--- src/rtl/sdram_status_led.sv ---
// Status LED driver for the SDRAM tester: per-channel fault FSM with stretch or
// sticky hold, saturating error counters, and a shared free-running heartbeat.

module sdram_status_led_chan #(
   parameter int STRETCH_BITS = 28,
   parameter int COUNT_BITS   = 16,
   parameter int STICKY       = 0
) (
   input  logic                  clock,
   input  logic                  reset,
   input  logic                  ready,
   input  logic                  running,
   input  logic                  heartbeat,
   input  logic                  error,
   input  logic                  clear,
   output logic                  led,
   output logic [COUNT_BITS-1:0] count,
   output logic                  fault
);

   typedef enum logic [1:0] {ST_OK, ST_FLASH, ST_HELD} state_t;

   state_t                  state_q, state_d;
   logic [STRETCH_BITS-1:0] stretch_q, stretch_d;
   logic [COUNT_BITS-1:0]   count_q, count_d;
   logic                    led_q, led_d;

   always_ff @(posedge clock) begin
      if (reset) begin
         state_q   <= ST_OK;
         stretch_q <= '0;
         count_q   <= '0;
         led_q     <= 1'b0;
      end else begin
         state_q   <= state_d;
         stretch_q <= stretch_d;
         count_q   <= count_d;
         led_q     <= led_d;
      end
   end

   always_comb begin
      state_d   = state_q;
      stretch_d = stretch_q;
      count_d   = count_q;
      // Clear is applied first so a same-cycle error is still counted on top of it.
      if (clear) begin
         state_d   = ST_OK;
         stretch_d = '0;
         count_d   = '0;
      end
      if (error) begin
         if (count_d != '1) count_d = count_d + COUNT_BITS'(1);
         state_d   = (STICKY != 0) ? ST_HELD : ST_FLASH;
         stretch_d = '0;
      end else if (!clear) begin
         case (state_q)
            ST_FLASH: begin
               if (stretch_q == '1) begin
                  state_d   = ST_OK;
                  stretch_d = '0;
               end else begin
                  stretch_d = stretch_q + STRETCH_BITS'(1);
               end
            end
            default: ;
         endcase
      end
   end

   assign fault = (state_q != ST_OK);
   assign led_d = ready & (running ^ (fault & heartbeat));
   assign led   = led_q;
   assign count = count_q;

endmodule

module sdram_status_led #(
   parameter int CHANNELS     = 2,
   parameter int BLINK_BITS   = 24,
   parameter int STRETCH_BITS = 28,
   parameter int COUNT_BITS   = 16,
   parameter int STICKY       = 0
) (
   input  logic                             clock,
   input  logic                             reset,
   input  logic                             ready,
   input  logic                             running,
   input  logic [CHANNELS-1:0]              error,
   input  logic                             clear,
   output logic [CHANNELS-1:0]              led,
   output logic [CHANNELS*COUNT_BITS-1:0]   errorCount,
   output logic                             anyFault,
   output logic                             heartbeat
);

   logic [BLINK_BITS-1:0] hb_q, hb_d;
   logic [CHANNELS-1:0]   fault;

   always_ff @(posedge clock) begin
      if (reset) hb_q <= '0;
      else       hb_q <= hb_d;
   end

   assign hb_d      = hb_q + BLINK_BITS'(1);
   assign heartbeat = hb_q[BLINK_BITS-1];
   assign anyFault  = |fault;

   for (genvar i = 0; i < CHANNELS; i++) begin : g_chan
      sdram_status_led_chan #(
         .STRETCH_BITS (STRETCH_BITS),
         .COUNT_BITS   (COUNT_BITS),
         .STICKY       (STICKY)
      ) u_chan (
         .clock     (clock),
         .reset     (reset),
         .ready     (ready),
         .running   (running),
         .heartbeat (heartbeat),
         .error     (error[i]),
         .clear     (clear),
         .led       (led[i]),
         .count     (errorCount[i*COUNT_BITS +: COUNT_BITS]),
         .fault     (fault[i])
      );
   end

endmodule

--- config.mk ---
export PLATFORM = sky130hd
export DESIGN_NAME = sdram_status_led
export DESIGN_NICKNAME = d
export VERILOG_FILES = /design/src/rtl/sdram_status_led.sv
export SDC_FILE = /design/constraint.sdc
export NUM_CORES = 1
export LEC_CHECK = 0
export ABC_CLOCK_PERIOD_IN_PS = 2660
export CAP_MARGIN = 20
export CORE_UTILIZATION = 59
export CTS_CLUSTER_DIAMETER = 80
export DETAILED_ROUTE_END_ITERATION = 8
export PLACE_DENSITY = 0.85
export SLEW_MARGIN = 20
export SYNTH_ARGS = -nofsm -noshare
export SYNTH_HDL_FRONTEND = slang
export SYNTH_SLANG_ARGS = --single-unit
--- constraint.sdc ---
create_clock -name clock -period 2.66 [get_ports clock]
set_input_delay 0.266 -clock clock [delete_from_list [all_inputs] [get_ports clock]]
set_output_delay 0.266 -clock clock [all_outputs]
set_load 0.02 [all_outputs]
Yosys cells after proc, flatten, opt, wreduce, memory -nomap -nowiden
Index checks and enable logic that the tools add are counted.
{"block": "totals", "elab_cells": 57, "reg_bits": 118, "in_bits": 7, "out_inout_bits": 36}
{"block": "op_classes", "n_addsub": 5, "bitwise": 6, "n_eq_ne": 6, "reduce_logical": 5, "mux": 24}
{"operator": "2-to-1 mux 28 bit", "n": 8}
{"operator": "2-to-1 mux 16 bit", "n": 6}
{"operator": "adder 28 x 1 -> 28 bit, second input constant", "n": 2}
{"operator": "equality test 28 bit, second input constant", "n": 2}
{"operator": "adder 16 x 1 -> 16 bit, second input constant", "n": 2}
{"operator": "!= test 16 bit, second input constant", "n": 2}
{"operator": "adder 24 x 1 -> 24 bit, second input constant", "n": 1}
{"operator": "2-to-1 mux 2 bit", "n": 8}
{"operator": "OR reduction 2 bit", "n": 3}
{"operator": "bitwise AND 1 bit", "n": 4}
{"operator": "equality test 2 x 1 -> 1 bit, second input constant", "n": 2}
{"operator": "nonzero test 2 bit", "n": 2}
{"operator": "2-to-1 mux 1 bit", "n": 2}
{"operator": "XOR 1 bit", "n": 2}

Logic depth before layout (Yosys ltp)
{"block": "depth", "ltp_word": 5, "ltp_mapped": 10, "ltp_nobuf": 7}

Hierarchy
From an unflattened synthesis, not the netlist that was laid out.
{"block": "hier_totals", "hier_cells": 711, "area_unflattened_um2": 5935.7}
{"mod": "sdram_status_led_chan", "n_inst": 2, "cells_each": 295, "seq_area_each_um2": 940.9, "area_each_um2": 2437.3}
{"mod": "sdram_status_led", "n_inst": 1, "cells_each": 121, "seq_area_each_um2": 480.5, "area_each_um2": 1061.0}

Worst setup path after synthesis
No wires, ideal clock.
{"block": "synth_path", "path_type": "in2reg", "from": "in clear", "to": "reg g_chan[0].u_chan.count_q[14]", "required_ns": 2.532, "setup_slack_ns": 0.409, "setup_time_ns": 0.128, "path_buffers": 3, "cell_stages": 10, "t_arrival_ns": 2.123, "cell_sequence": "buf_6 > clkbuf_1 > nor2b_1 > ha_1 > nand4_1 > or4_1 > clkbuf_1 > nor4_2 > xnor2_1 > nor2_1"}
{"block": "synth_via", "elab_chain_cells": 4, "elab_cells_between_ends": 5, "classes_between": "1 x add/sub; 1 x eq/ne; 3 x mux"}
{"item": "start, declared", "line_no": "90", "text": "input logic clear,"}
{"item": "2-to-1 mux 16 bit *", "line_no": "47", "text": "if (clear) begin"}
{"item": "adder 16 x 1 -> 16 bit or != test 16 bit (tied branches)", "line_no": "53", "text": "if (count_d != '1) count_d = count_d + COUNT_BITS'(1);"}
{"item": "2-to-1 mux 16 bit", "line_no": "53"}
{"item": "2-to-1 mux 16 bit *", "line_no": "52", "text": "if (error) begin"}
{"item": "end signal, assigned", "line_no": "37", "text": "count_q <= count_d;"}
{"item": "end, declared", "line_no": "25", "text": "logic [COUNT_BITS-1:0] count_q, count_d;"}
Mark *: on every way between the ends. The rest lies on a longest branch, timed or not.
A chain may end at the register's enable or synchronous reset.

Worst setup path in the final report
{"block": "layout_path", "from": "reg g_chan[0].u_chan.count_q[0]", "to": "reg g_chan[0].u_chan.count_q[12]"}
{"block": "layout_via", "elab_chain_cells": 4, "elab_cells_between_ends": 5, "classes_between": "1 x add/sub; 1 x eq/ne; 3 x mux"}
{"item": "2-to-1 mux 16 bit *", "line_no": "47"}
{"item": "adder 16 x 1 -> 16 bit or != test 16 bit (tied branches)", "line_no": "53"}
{"item": "2-to-1 mux 16 bit *", "line_no": "53"}
{"item": "2-to-1 mux 16 bit *", "line_no": "52"}
Marks and branches as above.

==> metrics <==
run status completed; CP Max Fanout 7; IO buf count 42; ANT cells 0; ANT nets after route 0; Final nets 759; gr ovfl total 0; Yosys reg bits 118; setup ws final 353 ps; worst slack at placement -24.0 ps; actual slew at the worst max-slew pin 752 ps; Worst-Skew Late Latency 520 ps; Slew HR 49.4%; crit path DAT 2690 ps; via/cell ratio 6.03; Worst EP required 3050 ps; CP startpoint kind flop; PwrDens 585 mW/mm^2; Avg Inst Size Synth 8.46 sq um; total power 4.11 mW; RSZ-0062 raised after global routing no; DR WL/cell 15.8 microns; Synth Flop Type dfxtp_1; warning count from the yosys run 0; core area 0.00937 sq mm; Final HPWL DP 9510 microns; Gate Count Post-Synth 685; CTS tree done; vias 5,365; Seq/Total Area, Yosys 40.8%; initial antenna violation count 0; Hold Worst Slack 95.0 ps; Fillers 699; fin crit share 86.7%; Setup CP Type reg -> reg; first-pass GRT wire length 23,700 microns; post_cts resized 0; Starting Density 61.8%; Final Setup Violations 0; synth unique cells 60; Root Driver clkbuf_8; number of synthesized flops with an enable pin 0; hold_buf cts 0; die area 0.0102 sq mm; Reg clk slew, reported paths 60 ps; share of layout cells above drive strength 1 9.87%; Die W 101 microns; Syn Nets 697; total I/O pin count 43; TritonCTS Buffers 17; Hold Crit Class in -> reg; top cells by area, synth dfxtp_1 (41%), nor2_1 (6.6%), xor2_1 (5.6%); Syn-to-layout area delta 21.1%; Worst VDD drop 508 uV; mapped cell area 0.00580 sq mm; count of pins over their slew limit 0; DRC 0; Starting DRT DRC Count 352; Leak 2.40 nW; Setup Buffers After CTS 0; Clock Skew 6.18 ps; Hold Fails Final Rpt 0; fin util 74.9%; Tot GR Track Use 29.3%; H-tree levels 4; Synth top area share 40.8%; clock buffer depth 2; Routed WL 14,000 microns; Die Y 101 microns; CP endpoint kind flop; max-cap violation count 0; Final Wtd Congestion 0.902; DRT Pass-1 Iters 5; min cycle time layout 2310 ps; post-synthesis cell type with the largest combined area dfxtp_1; async set or reset register ratio after synthesis 0%; maximum number of pins on one net before global-route repair 41; Num Clock Sinks 118; site row count 35; vias in the first global route 5,113; fmax 434 MHz
## path summary, 6_finish.rpt
path	start	endpoint	slack, ps	cells past startpoint
max	g_chan[0].u_chan.count[0]	g_chan[0].u_chan.count[12]	350	7
min	reset	g_chan[1].u_chan.count[7]	100	2
max reg2reg	g_chan[0].u_chan.count[0]	g_chan[0].u_chan.count[12]	350	7
min reg2reg	hb_q[0]	hb_q[0]	450	1
## where the power goes
part / internal [mW] / switching (mW) / total (mW)
sequential: 1.78 / 0.0107 / 1.79
combinational: 0.0526 / 0.0882 / 0.141
clock: 1.40 / 0.779 / 2.18
## registers in the layout (all words and copies together) (netlist names)
signal,flops
g_chan.u_chan.state_q,4
g_chan.u_chan.led,2
g_chan.u_chan.count,32
hb_q,24
g_chan.u_chan.stretch_q,56
## critical path, stage by stage (launching register included)
cell,delay [ps]
dfxtp_1,400
nor2b_1,240
ha_1,210
nand4_1,170
or4_1,570
nor3_1,270
and4_1,240
nor3_1,60
## cell families (layout without fill, tap and decap cells)
logic type,Yosys count,count (layout),share of synthesized area [%]
muxes,4,4,0.691
adders and majority gates,5,5,1.08
and+or+nand+nor,366,366,34.2
xor gates and xnor gates,68,68,10.3
DFF,118,118,40.8
buffers and inverters,34,109,2.57
AOI/OAI and AO/OA,90,90,10.4
## layout by cell type, fill, tap and decap left out, drive strengths merged, types with 4 or more instances in the layout
| master | n |
|---|---|
| nand2b | 8 |
| dfxtp | 118 |
| a211oi | 6 |
| buf | 23 |
| ha | 5 |
| xor2 | 37 |
| clkbuf | 23 |
| o21ai | 13 |
| clkdlybuf4s50 | 41 |
| nand4b | 5 |
| nand4 | 34 |
| nand3b | 4 |
| nor2 | 103 |
| clkinv | 5 |
| and3 | 20 |
| o211ai | 4 |
| mux2i | 4 |
| inv | 13 |
| nor3 | 27 |
| xnor2 | 31 |
| nor4 | 13 |
| and2 | 8 |
| a21oi | 26 |
| and4 | 7 |
| a31oi | 24 |
| nand2 | 58 |
| nand3 | 43 |
| or3 | 8 |
| nor2b | 14 |
## synthesized netlist by cell type (11+ instances only)
cell      count
xnor2_1      31
nor2b_1      14
nor2_1      102
nand3_1      42
dfxtp_1     118
inv_1        13
nand2_1      58
a31oi_1      24
nor3_1       25
clkbuf_1     11
o21ai_0      12
nand4_1      32
xor2_1       37
and3_1       20
a21oi_1      25
## final cells by class
| cell class | instances | area [sq um] | area share (%) |
|---|---|---|---|
| Sequential cell | 118 | 2360 | 33.7 |
| Clock inverter | 9 | 100 | 1.43 |
| Multi-Input combinational cell | 533 | 3280 | 46.8 |
| Timing Repair Buffer | 64 | 593 | 8.45 |
| Clock buffer | 23 | 467 | 6.65 |
| Inverter | 13 | 48.8 | 0.695 |
| Tap cell | 129 | 161 | 2.30 |
## stage by stage
stage | area [sq um] | std cells | TNS (ps)
2_1_floorplan | 5800 | 685 | 0
3_3_place_gp | 6450 | 857 | 0
3_5_place_dp | 6450 | 857 | -24.0
4_1_cts | 7020 | 889 | 0
5_1_grt | 7020 | 889 | 0
6_report | 7020 | 889 | 0
## metal layers
metal	routed length, microns	track usage [%]
met1	5930	35.0
met2	6990	49.3
met3	845	7.98
met4	282	13.3
met5	0	0
Note: power is estimated with default switching activity, not from simulation.
